[src/rtl/rf_acq_sequencer.sv]
// rf_acq_sequencer: sequences the 4-channel RF sample reader ahead of the
// envelope-detection datapath. It rewinds the reader, paces its advance
// strobe at a programmable interval while honouring downstream back-pressure,
// and slices the sample stream into lines and frames.
//
// Ports:
//   clk, reset          clock and synchronous active-high reset
//   start, abort        frame request (IDLE only) / frame termination
//   cfg_samples/lines   samples per line, lines per frame (0 acts as 1)
//   cfg_div, cfg_gap    strobe interval minus 1 (0 acts as 1), idle cycles between lines
//   dn_ready            downstream can take a sample this cycle
//   rf_rst, inc_count   reader reset and advance strobe
//   sample_valid        reader outputs hold the sample at rf_addr this cycle
//   rf_addr             shadow of the reader address
//   sample_idx/line_idx position of the current sample within the frame
//   line_start/line_end first/last sample of a line
//   frame_done, busy    normal completion pulse, not-idle flag
//
// state  | meaning
// IDLE   | waiting for start
// REWIND | reader held in reset, address returns to 0
// SETTLE | reader outputs settle on address 0, divider loaded
// RUN    | strobes paced by the divider, gated by dn_ready
// GAP    | strobe-free cycles between lines
// DONE   | frame complete, back to IDLE
module rf_acq_sequencer #(
  parameter int ADDR_W  = 16,
  parameter int LINE_W  = 8,
  parameter int DIV_W   = 8,
  parameter int RF_WRAP = 24099
) (
  input  logic              clk,
  input  logic              reset,
  input  logic              start,
  input  logic              abort,
  input  logic [ADDR_W-1:0] cfg_samples,
  input  logic [LINE_W-1:0] cfg_lines,
  input  logic [DIV_W-1:0]  cfg_div,
  input  logic [DIV_W-1:0]  cfg_gap,
  input  logic              dn_ready,
  output logic              rf_rst,
  output logic              inc_count,
  output logic              sample_valid,
  output logic [ADDR_W-1:0] rf_addr,
  output logic [ADDR_W-1:0] sample_idx,
  output logic [LINE_W-1:0] line_idx,
  output logic              line_start,
  output logic              line_end,
  output logic              frame_done,
  output logic              busy
);

  typedef enum logic [2:0] {
    S_IDLE, S_REWIND, S_SETTLE, S_RUN, S_GAP, S_DONE
  } state_t;

  state_t            state_q, state_d;
  logic [ADDR_W-1:0] samples_q, samples_d;
  logic [LINE_W-1:0] lines_q, lines_d;
  logic [DIV_W-1:0]  div_cfg_q, div_cfg_d;
  logic [DIV_W-1:0]  gap_cfg_q, gap_cfg_d;
  logic [DIV_W-1:0]  div_q, div_d;
  logic [DIV_W-1:0]  gap_q, gap_d;
  logic [ADDR_W-1:0] sample_idx_q, sample_idx_d;
  logic [LINE_W-1:0] line_idx_q, line_idx_d;
  logic [ADDR_W-1:0] rf_addr_q, rf_addr_d;
  logic              frame_done_q, frame_done_d;
  logic              strobe;
  logic              last_sample;
  logic              last_line;

  assign last_sample = (sample_idx_q == samples_q - ADDR_W'(1));
  assign last_line   = (line_idx_q == lines_q - LINE_W'(1));

  always_comb begin
    state_d      = state_q;
    samples_d    = samples_q;
    lines_d      = lines_q;
    div_cfg_d    = div_cfg_q;
    gap_cfg_d    = gap_cfg_q;
    div_d        = div_q;
    gap_d        = gap_q;
    sample_idx_d = sample_idx_q;
    line_idx_d   = line_idx_q;
    frame_done_d = 1'b0;
    strobe       = 1'b0;
    rf_rst       = 1'b0;

    case (state_q)
      S_IDLE: begin
        if (start) begin
          samples_d    = (cfg_samples == '0) ? ADDR_W'(1) : cfg_samples;
          lines_d      = (cfg_lines == '0) ? LINE_W'(1) : cfg_lines;
          div_cfg_d    = (cfg_div == '0) ? DIV_W'(1) : cfg_div;
          gap_cfg_d    = cfg_gap;
          sample_idx_d = '0;
          line_idx_d   = '0;
          state_d      = S_REWIND;
        end
      end
      S_REWIND: begin
        rf_rst  = 1'b1;
        state_d = S_SETTLE;
      end
      S_SETTLE: begin
        div_d   = div_cfg_q;
        state_d = S_RUN;
      end
      S_RUN: begin
        if (div_q != '0) begin
          div_d = div_q - DIV_W'(1);
        end else if (dn_ready) begin
          strobe = 1'b1;
          div_d  = div_cfg_q;
          if (last_sample) begin
            sample_idx_d = '0;
            if (last_line) begin
              state_d = S_DONE;
            end else begin
              line_idx_d = line_idx_q + LINE_W'(1);
              if (gap_cfg_q != '0) begin
                gap_d   = gap_cfg_q;
                state_d = S_GAP;
              end
            end
          end else begin
            sample_idx_d = sample_idx_q + ADDR_W'(1);
          end
        end
      end
      S_GAP: begin
        // The divider keeps counting here, so the strobe spacing across a
        // gap is the larger of the gap and the sample interval.
        if (div_q != '0) div_d = div_q - DIV_W'(1);
        gap_d = gap_q - DIV_W'(1);
        if (gap_q == DIV_W'(1)) state_d = S_RUN;
      end
      S_DONE: begin
        frame_done_d = 1'b1;
        state_d      = S_IDLE;
      end
      default: state_d = S_IDLE;
    endcase

    if (abort && state_q != S_IDLE) begin
      state_d      = S_IDLE;
      rf_rst       = 1'b1;
      strobe       = 1'b0;
      frame_done_d = 1'b0;
      sample_idx_d = sample_idx_q;
      line_idx_d   = line_idx_q;
    end

    // Mirrors the reader: reset wins, then the unconditional wrap, then advance.
    if (rf_rst)                              rf_addr_d = '0;
    else if (rf_addr_q == ADDR_W'(RF_WRAP))  rf_addr_d = '0;
    else if (strobe)                         rf_addr_d = rf_addr_q + ADDR_W'(1);
    else                                     rf_addr_d = rf_addr_q;
  end

  always_ff @(posedge clk) begin
    if (reset) begin
      state_q      <= S_IDLE;
      samples_q    <= '0;
      lines_q      <= '0;
      div_cfg_q    <= '0;
      gap_cfg_q    <= '0;
      div_q        <= '0;
      gap_q        <= '0;
      sample_idx_q <= '0;
      line_idx_q   <= '0;
      rf_addr_q    <= '0;
      frame_done_q <= 1'b0;
    end else begin
      state_q      <= state_d;
      samples_q    <= samples_d;
      lines_q      <= lines_d;
      div_cfg_q    <= div_cfg_d;
      gap_cfg_q    <= gap_cfg_d;
      div_q        <= div_d;
      gap_q        <= gap_d;
      sample_idx_q <= sample_idx_d;
      line_idx_q   <= line_idx_d;
      rf_addr_q    <= rf_addr_d;
      frame_done_q <= frame_done_d;
    end
  end

  assign inc_count    = strobe;
  assign sample_valid = strobe;
  assign rf_addr      = rf_addr_q;
  assign sample_idx   = sample_idx_q;
  assign line_idx     = line_idx_q;
  assign line_start   = strobe && (sample_idx_q == '0);
  assign line_end     = strobe && last_sample;
  assign frame_done   = frame_done_q;
  assign busy         = (state_q != S_IDLE);

endmodule
[config.mk]
export PLATFORM = sky130hd
export DESIGN_NAME = rf_acq_sequencer
export DESIGN_NICKNAME = d
export VERILOG_FILES = /design/src/rtl/rf_acq_sequencer.sv
export SDC_FILE = /design/constraint.sdc
export NUM_CORES = 1
export LEC_CHECK = 0
export ABC_AREA = 1
export CAP_MARGIN = 20
export CORE_MARGIN = 1.5
export CORE_UTILIZATION = 32
export DETAILED_ROUTE_END_ITERATION = 6
export PLACE_DENSITY = 0.61
export SKIP_LAST_GASP = 1
export SLEW_MARGIN = 10
export SYNTH_ARGS = -nofsm -noshare
export SYNTH_HDL_FRONTEND = slang
export SYNTH_SLANG_ARGS = --single-unit
export TNS_END_PERCENT = 10
[constraint.sdc]
create_clock -name clk -period 4.2 [get_ports clk]
set_clock_uncertainty 0.2 [all_clocks]
set_input_delay 0.63 -clock clk [delete_from_list [all_inputs] [get_ports clk]]
set_output_delay 0.63 -clock clk [all_outputs]
set_load 0.05 [all_outputs]
==> impl_metrics.py, run 1 <==
metrics = {
    "sta": {
        "relSlewSlack_pct": 44.5,
        "finalSetupTns_ns": 0,
        "period_share_pct": 95.5,
        "hold_viol": 0,
        "rsz0062_at_grt": "false",
        "worst_pin_slew_ns": 0.831,
        "clock.fmax_ghz": 0.249,
        "period_minus_slack_ns": 4.01,
        "setup_viol": 0,
        "finalWorstSetupSlack_ns": 0.189,
        "report.final.slew_viol_count": 0,
    },
    "logic_synthesis": {
        "synth_cell_type_count": 43,
        "async_flop_share_pct": 0,
        "syn_area_um2": 5810,
        "yosysTopAreaCell": "dfxtp_1",
        "syn_nets": 927,
        "synth.top_cell.area_share_pct": 34.5,
        "postSynthCellCount": 873,
        "syn_avg_cell_area_um2": 6.65,
        "ys_ff_latch": 100,
        "synth_top_flop_cell": "dfxtp_1",
        "synth-edff-count": 0,
        "netlist_top_cells_area": "dfxtp_1 34%, nand2_1 11%, nor2_1 7.8%",
        "synth.most_common_cell": "nand2_1",
        "yosys_warnings": 0,
        "synth.top_cells.by_count": "173 x nand2_1, 121 x nor2_1, 105 x inv_1",
        "yosysSeqAreaShare_pct": 34.5,
    },
    "clocking": {
        "hold_buffers": 0,
        "cts_buffers": 9,
        "h-tree-depth": 3,
        "clock_latency_ns": 0.36,
        "cts_tree": "built",
        "clock_sinks": 100,
        "root_buffer": "clkbuf_16",
        "path_clk_slew_ns": 0.07,
        "post_cts_resized": 0,
        "postCtsSetupBuffers": 0,
        "clk_path_buf_depth": 2,
    },
    "grt": {
        "overflow": 0,
        "grt_first_pass_wirelength_mm": 26.0,
        "track_usage_pct": 17.3,
        "globalRouteMet2Util_pct": 27.9,
        "gr-usage-met3_pct": 3.94,
        "grt_start_max_net_pins": 40,
        "antenna_found_initial": 1,
        "first_global_vias": 5312,
        "met1_usage_pct": 23.0,
        "top_usage_layer": "met2",
    },
    "hold_path": {
        "hp-start": "div_cfg_q[7]",
        "holdPathEnd": "div_cfg_q[7]",
        "hold_depth": 2,
        "worst_hold_path_type": "flip-flop to flip-flop",
    },
    "final_layout": {
        "nets": 1008,
        "area_delta_synth_final_pct": 24.9,
        "drive_above_1_share_pct": 4.48,
    },
    "pwr": {
        "ir_drop_v": 0.000373,
        "power_density_nw_per_um2": 597,
        "p_leak_nw": 2.88,
    },
    "run": {
        "drv_cap": 0,
    },
    "floorplan": {
        "die-width_um": 138,
        "dieArea_um2": 19000,
        "start_util_pct": 32.5,
        "row_count": 49,
        "core_um2": 17900,
        "ios": 92,
        "die_h_um": 138,
    },
    "route": {
        "vias": 5780,
        "via_per_inst": 4.86,
        "drcViolationCount": 0,
        "antenna_left": 0,
        "wl_per_cell_um": 13.2,
        "wl_mm": 15.7,
        "drt_iter0_markers": 356,
        "first_pass_iters": 5,
    },
    "critical_path": {
        "reg2regPathDepth": 16,
        "worstReg2RegEnd": "gap_q[7]",
        "critical_path_required_ns": 3.37,
        "setup.worst_path.end_class": "output port",
        "cp.arrival_ns": 3.18,
        "path_class": "flip-flop to output port",
        "crit_fanout": 8,
        "start_kind": "flip-flop",
        "rrSetupSlack_ns": 1.36,
        "r2r_start": "samples_q[0]",
    },
    "placed_design": {
        "place_congestion": 0.871,
        "pre_cts_ws_ns": 0.455,
        "portBuffers": 91,
        "hpwl_mm": 11.9,
    },
    "outcome": {
        "outcome": "completed",
    },
}
## stage by stage
stage               instances  utilization [%]  hold slack (ns)  area (um^2)  power, mW
detailed placement       1172             38.7            0.254         6920       3.39
finish                   1189             40.5            0.262         7260       4.33
CTS                      1188             40.5            0.264         7250       4.35
global route             1188             40.5            0.293         7250       4.71
floorplan                 873                -            0.225         5810       2.89
global placement         1172             38.7            0.251         6920       3.37
## where the power goes
group / internal [mW] / leakage, nW / switching (mW) / total [mW]
clock network: 0.581 / 0.163 / 0.370 / 0.952
logic: 0.726 / 1.90 / 1.37 / 2.10
registers: 1.13 / 0.816 / 0.153 / 1.28
total: 2.44 / 2.88 / 1.90 / 4.33
## cell usage in the layout, fill, tap and decap left out, drive strengths merged, types with 2 or more instances in the layout
cell type      instances
nand2                177
nor2                 125
inv                  109
dfxtp                100
clkdlybuf4s50         91
a21oi                 61
o21ai                 58
nand3                 52
nor3                  30
xor2                  28
nor4                  20
nand4                 20
a211oi                15
clkbuf                11
xnor2                 10
ha                     9
a31oi                  7
buf                    6
nand3b                 5
nor3b                  5
bufinv                 3
o21bai                 2
o21a                   2
or2                    2
clkinv                 2
## sequential cells by signal, indices dropped and copies added, names as in the netlist, 3 cells and up
register,flops
div_cfg_q,8
div_q,8
gap_cfg_q,8
gap_q,8
line_idx,8
lines_q,8
rf_addr,16
sample_idx,16
samples_q,16
state_q,3
## worst max path at each step
stage	start	end	slack (ns)
3_5_place_dp	abort	line_end	0.46
3_3_place_gp	abort	line_end	0.42
4_1_cts	div_q[0]	line_end	0.20
5_1_grt	div_q[0]	line_end	0.004
6_report	div_q[0]	line_end	0.19
2_1_floorplan	sample_idx[4]	line_end	0.34
## area by class of cell
| class | count | area (um^2) |
|---|---|---|
| multi-input cells | 637 | 3270 |
| inverters | 109 | 409 |
| clock buffers | 11 | 233 |
| repair buffers | 97 | 956 |
| diodes | 1 | 2.50 |
| well taps | 229 | 287 |
| clock inverters | 5 | 100 |
| flip-flops and latches | 100 | 2000 |
| fillers | 1891 | 10600 |
## routing by layer
layer,wire length [um],vias up
met3,897,23
met1,7560,2577
met4,314,0
met2,6920,147
li1,-,3033
met5,0,-
## worst max-delay path, cell delays in order, from the launching register on
cell and delay, ns:
dfxtp_1 0.32, inv_1 0.09, ha_1 0.20, nand3_2 0.12, nor4_1 0.40, nand4_2 0.44, nor4_1 0.40, clkdlybuf4s50_1 0.85
## cells by family (layout without fill, tap and decap cells)
| kind of cell | after synthesis | in the layout | share of synthesized area [%] |
|---|---|---|---|
| AO/OA/AOI/OAI | 150 | 150 | 14.2 |
| flip-flops | 100 | 100 | 34.5 |
| other | 0 | 1 | 0 |
| buffers and inverters | 136 | 222 | 9.33 |
| XOR/XNOR | 39 | 39 | 6.12 |
| adder cells (fa/ha/maj) | 9 | 9 | 1.94 |
| AND/OR/NAND/NOR | 439 | 439 | 34.0 |
No activity file was read; power rests on OpenSTA's default activity.
==> inputs of run 2 (changes only) <==
--- a/config.mk
+++ b/config.mk
@@ -7,7 +7,7 @@
 export LEC_CHECK = 0
 export ABC_AREA = 1
 export CAP_MARGIN = 20
-export CORE_MARGIN = 1.5
+export CORE_MARGIN = 4
 export CORE_UTILIZATION = 32
 export DETAILED_ROUTE_END_ITERATION = 6
 export PLACE_DENSITY = 0.61
==> constraint.sdc (replaced) <==
create_clock -name clk -period 4.2 [get_ports clk]
set_clock_uncertainty 0.2 [all_clocks]
set_input_delay 0.63 -clock clk [delete_from_list [all_inputs] [get_ports clk]]
set_output_delay 0.63 -clock clk [all_outputs]
set_load 0.02 [all_outputs]
==> run 2 against run 1 <==
Compared with the run above: maximum frequency is 5.7% higher; sequential share of layout area hardly changed; via count hardly changed; power is 2.8% lower.
==> impl_metrics.py, run 2 (synthesized netlist as in run 1, its figures left out) <==
metrics = {
    "outcome": {
        "outcome": "completed",
    },
    "placed_design": {
        "dp.cells": 1173,
        "hpwl_mm": 12.5,
        "place_congestion": 0.855,
        "portBuffers": 91,
    },
    "clocking": {
        "hold_buffers": 0,
        "postCtsSetupBuffers": 0,
        "path_clk_slew_ns": 0.07,
        "clock_sinks": 100,
        "cts_tree": "built",
        "h-tree-depth": 3,
        "root_buffer": "clkbuf_16",
        "cts_buffers": 9,
        "clock_latency_ns": 0.35,
        "clk_path_buf_depth": 2,
        "post_cts_resized": 0,
    },
    "route": {
        "drcViolationCount": 0,
        "antenna_left": 0,
        "wl_mm": 16.0,
        "wl_per_cell_um": 13.4,
        "vias": 5777,
        "first_pass_iters": 4,
        "drt_iter0_markers": 411,
        "via_per_inst": 4.86,
    },
    "critical_path": {
        "reg2regPathDepth": 17,
        "rrSetupSlack_ns": 1.32,
        "worstReg2RegEnd": "gap_q[0]",
        "path_class": "flip-flop to output port",
        "start_kind": "flip-flop",
        "cp.arrival_ns": 2.96,
        "crit_fanout": 8,
        "setup.worst_path.end_class": "output port",
        "r2r_start": "samples_q[0]",
        "critical_path_required_ns": 3.37,
    },
    "sta": {
        "rsz0062_at_grt": "false",
        "period_share_pct": 90.3,
        "whs_ns": 0.260,
        "finalSetupTns_ns": 0,
        "period_minus_slack_ns": 3.79,
        "report.final.slew_viol_count": 0,
        "worst_pin_slew_ns": 0.640,
        "clock.fmax_ghz": 0.264,
        "setup_viol": 0,
        "relSlewSlack_pct": 57.2,
        "hold_viol": 0,
    },
    "floorplan": {
        "row_count": 49,
        "die_h_um": 143,
        "dieArea_um2": 20400,
        "core_um2": 17900,
        "ios": 92,
        "die-width_um": 143,
        "start_util_pct": 32.5,
    },
    "run": {
        "drv_cap": 0,
    },
    "grt": {
        "antenna_found_initial": 2,
        "grt_first_pass_wirelength_mm": 26.3,
        "grt_start_max_net_pins": 37,
        "track_usage_pct": 15.8,
        "first_global_vias": 5391,
        "overflow": 0,
    },
    "final_layout": {
        "fillerInstances": 1940,
        "drive_above_1_share_pct": 4.69,
        "fin_util_pct": 40.5,
        "nets": 1009,
        "final_cells": 1188,
        "final_common_cell": "nand2_1",
        "seqCellArea_um2": 2000,
        "multi_input_area_um2": 3270,
        "final_cell_mix": "172 x nand2_1, 121 x nor2_1, 105 x inv_1",
        "num_antenna_cells": 0,
        "area_delta_synth_final_pct": 24.9,
    },
    "pwr": {
        "power_density_nw_per_um2": 581,
        "p_leak_nw": 2.88,
        "ir_drop_v": 0.000283,
    },
    "hold_path": {
        "hp-start": "div_cfg_q[7]",
        "holdPathEnd": "div_cfg_q[7]",
        "worst_hold_path_type": "flip-flop to flip-flop",
        "hold_depth": 2,
    },
}
[run 2: cell types whose count changed in the layout (fill, tap and decap cells not counted)]
cell / before / now
clkbuf_1: 2 / 0
clkbuf_8: 0 / 2
buf_4: 6 / 7
bufinv_16: 3 / 2
clkinv_2: 2 / 1
clkinvlp_4: 0 / 1
diode_2: 1 / 0
[run 2: area by class of cell]
class	count	area share [%]
inverter	109	5.64
clock inverter	4	1.00
sequential	100	27.6
timing repair buffer	98	13.3
clock buffer	11	3.48
multi-input combinational	637	45.0
tap	229	3.95
[run 2: worst max path at each step]
stage,to,slack [ns],start
3_5_place_dp,line_end,0.60,abort
6_report,line_end,0.41,div_q[0]
4_1_cts,line_end,0.37,div_q[0]
5_1_grt,line_end,0.17,div_q[1]
3_3_place_gp,line_end,0.63,abort
2_1_floorplan,line_end,1.31,samples_q[0]
[run 2: power breakdown]
part	internal, mW	switching, mW
logic	0.726	1.29
registers	1.13	0.156
clock network	0.550	0.360
[run 2: worst max-delay path, cell delays in order (launching register included)]
cell	delay (ns)
dfxtp_1	0.32
inv_1	0.09
ha_1	0.21
nand3_2	0.12
nor4_1	0.36
nand4_2	0.41
nor4_1	0.43
clkdlybuf4s50_1	0.67
[run 2: layer usage]
metal / GRT usage (%) / up-vias / wire [um]
li1: - / 3045 / -
met1: 20.8 / 2575 / 7470
met2: 26.2 / 128 / 7340
met3: 3.95 / 25 / 903
met4: 3.75 / 4 / 232
met5: 0 / - / 34
[run 2: per-stage QoR]
step | worst slack, ns | instance area (um^2) | total power, mW
after global placement | 0.630 | 6930 | 3.31
final | 0.407 | 7250 | 4.21
after floorplan | 1.31 | 5810 | 2.81
after detailed placement | 0.596 | 6930 | 3.32
after global routing | 0.167 | 7250 | 4.60
after CTS | 0.371 | 7250 | 4.25
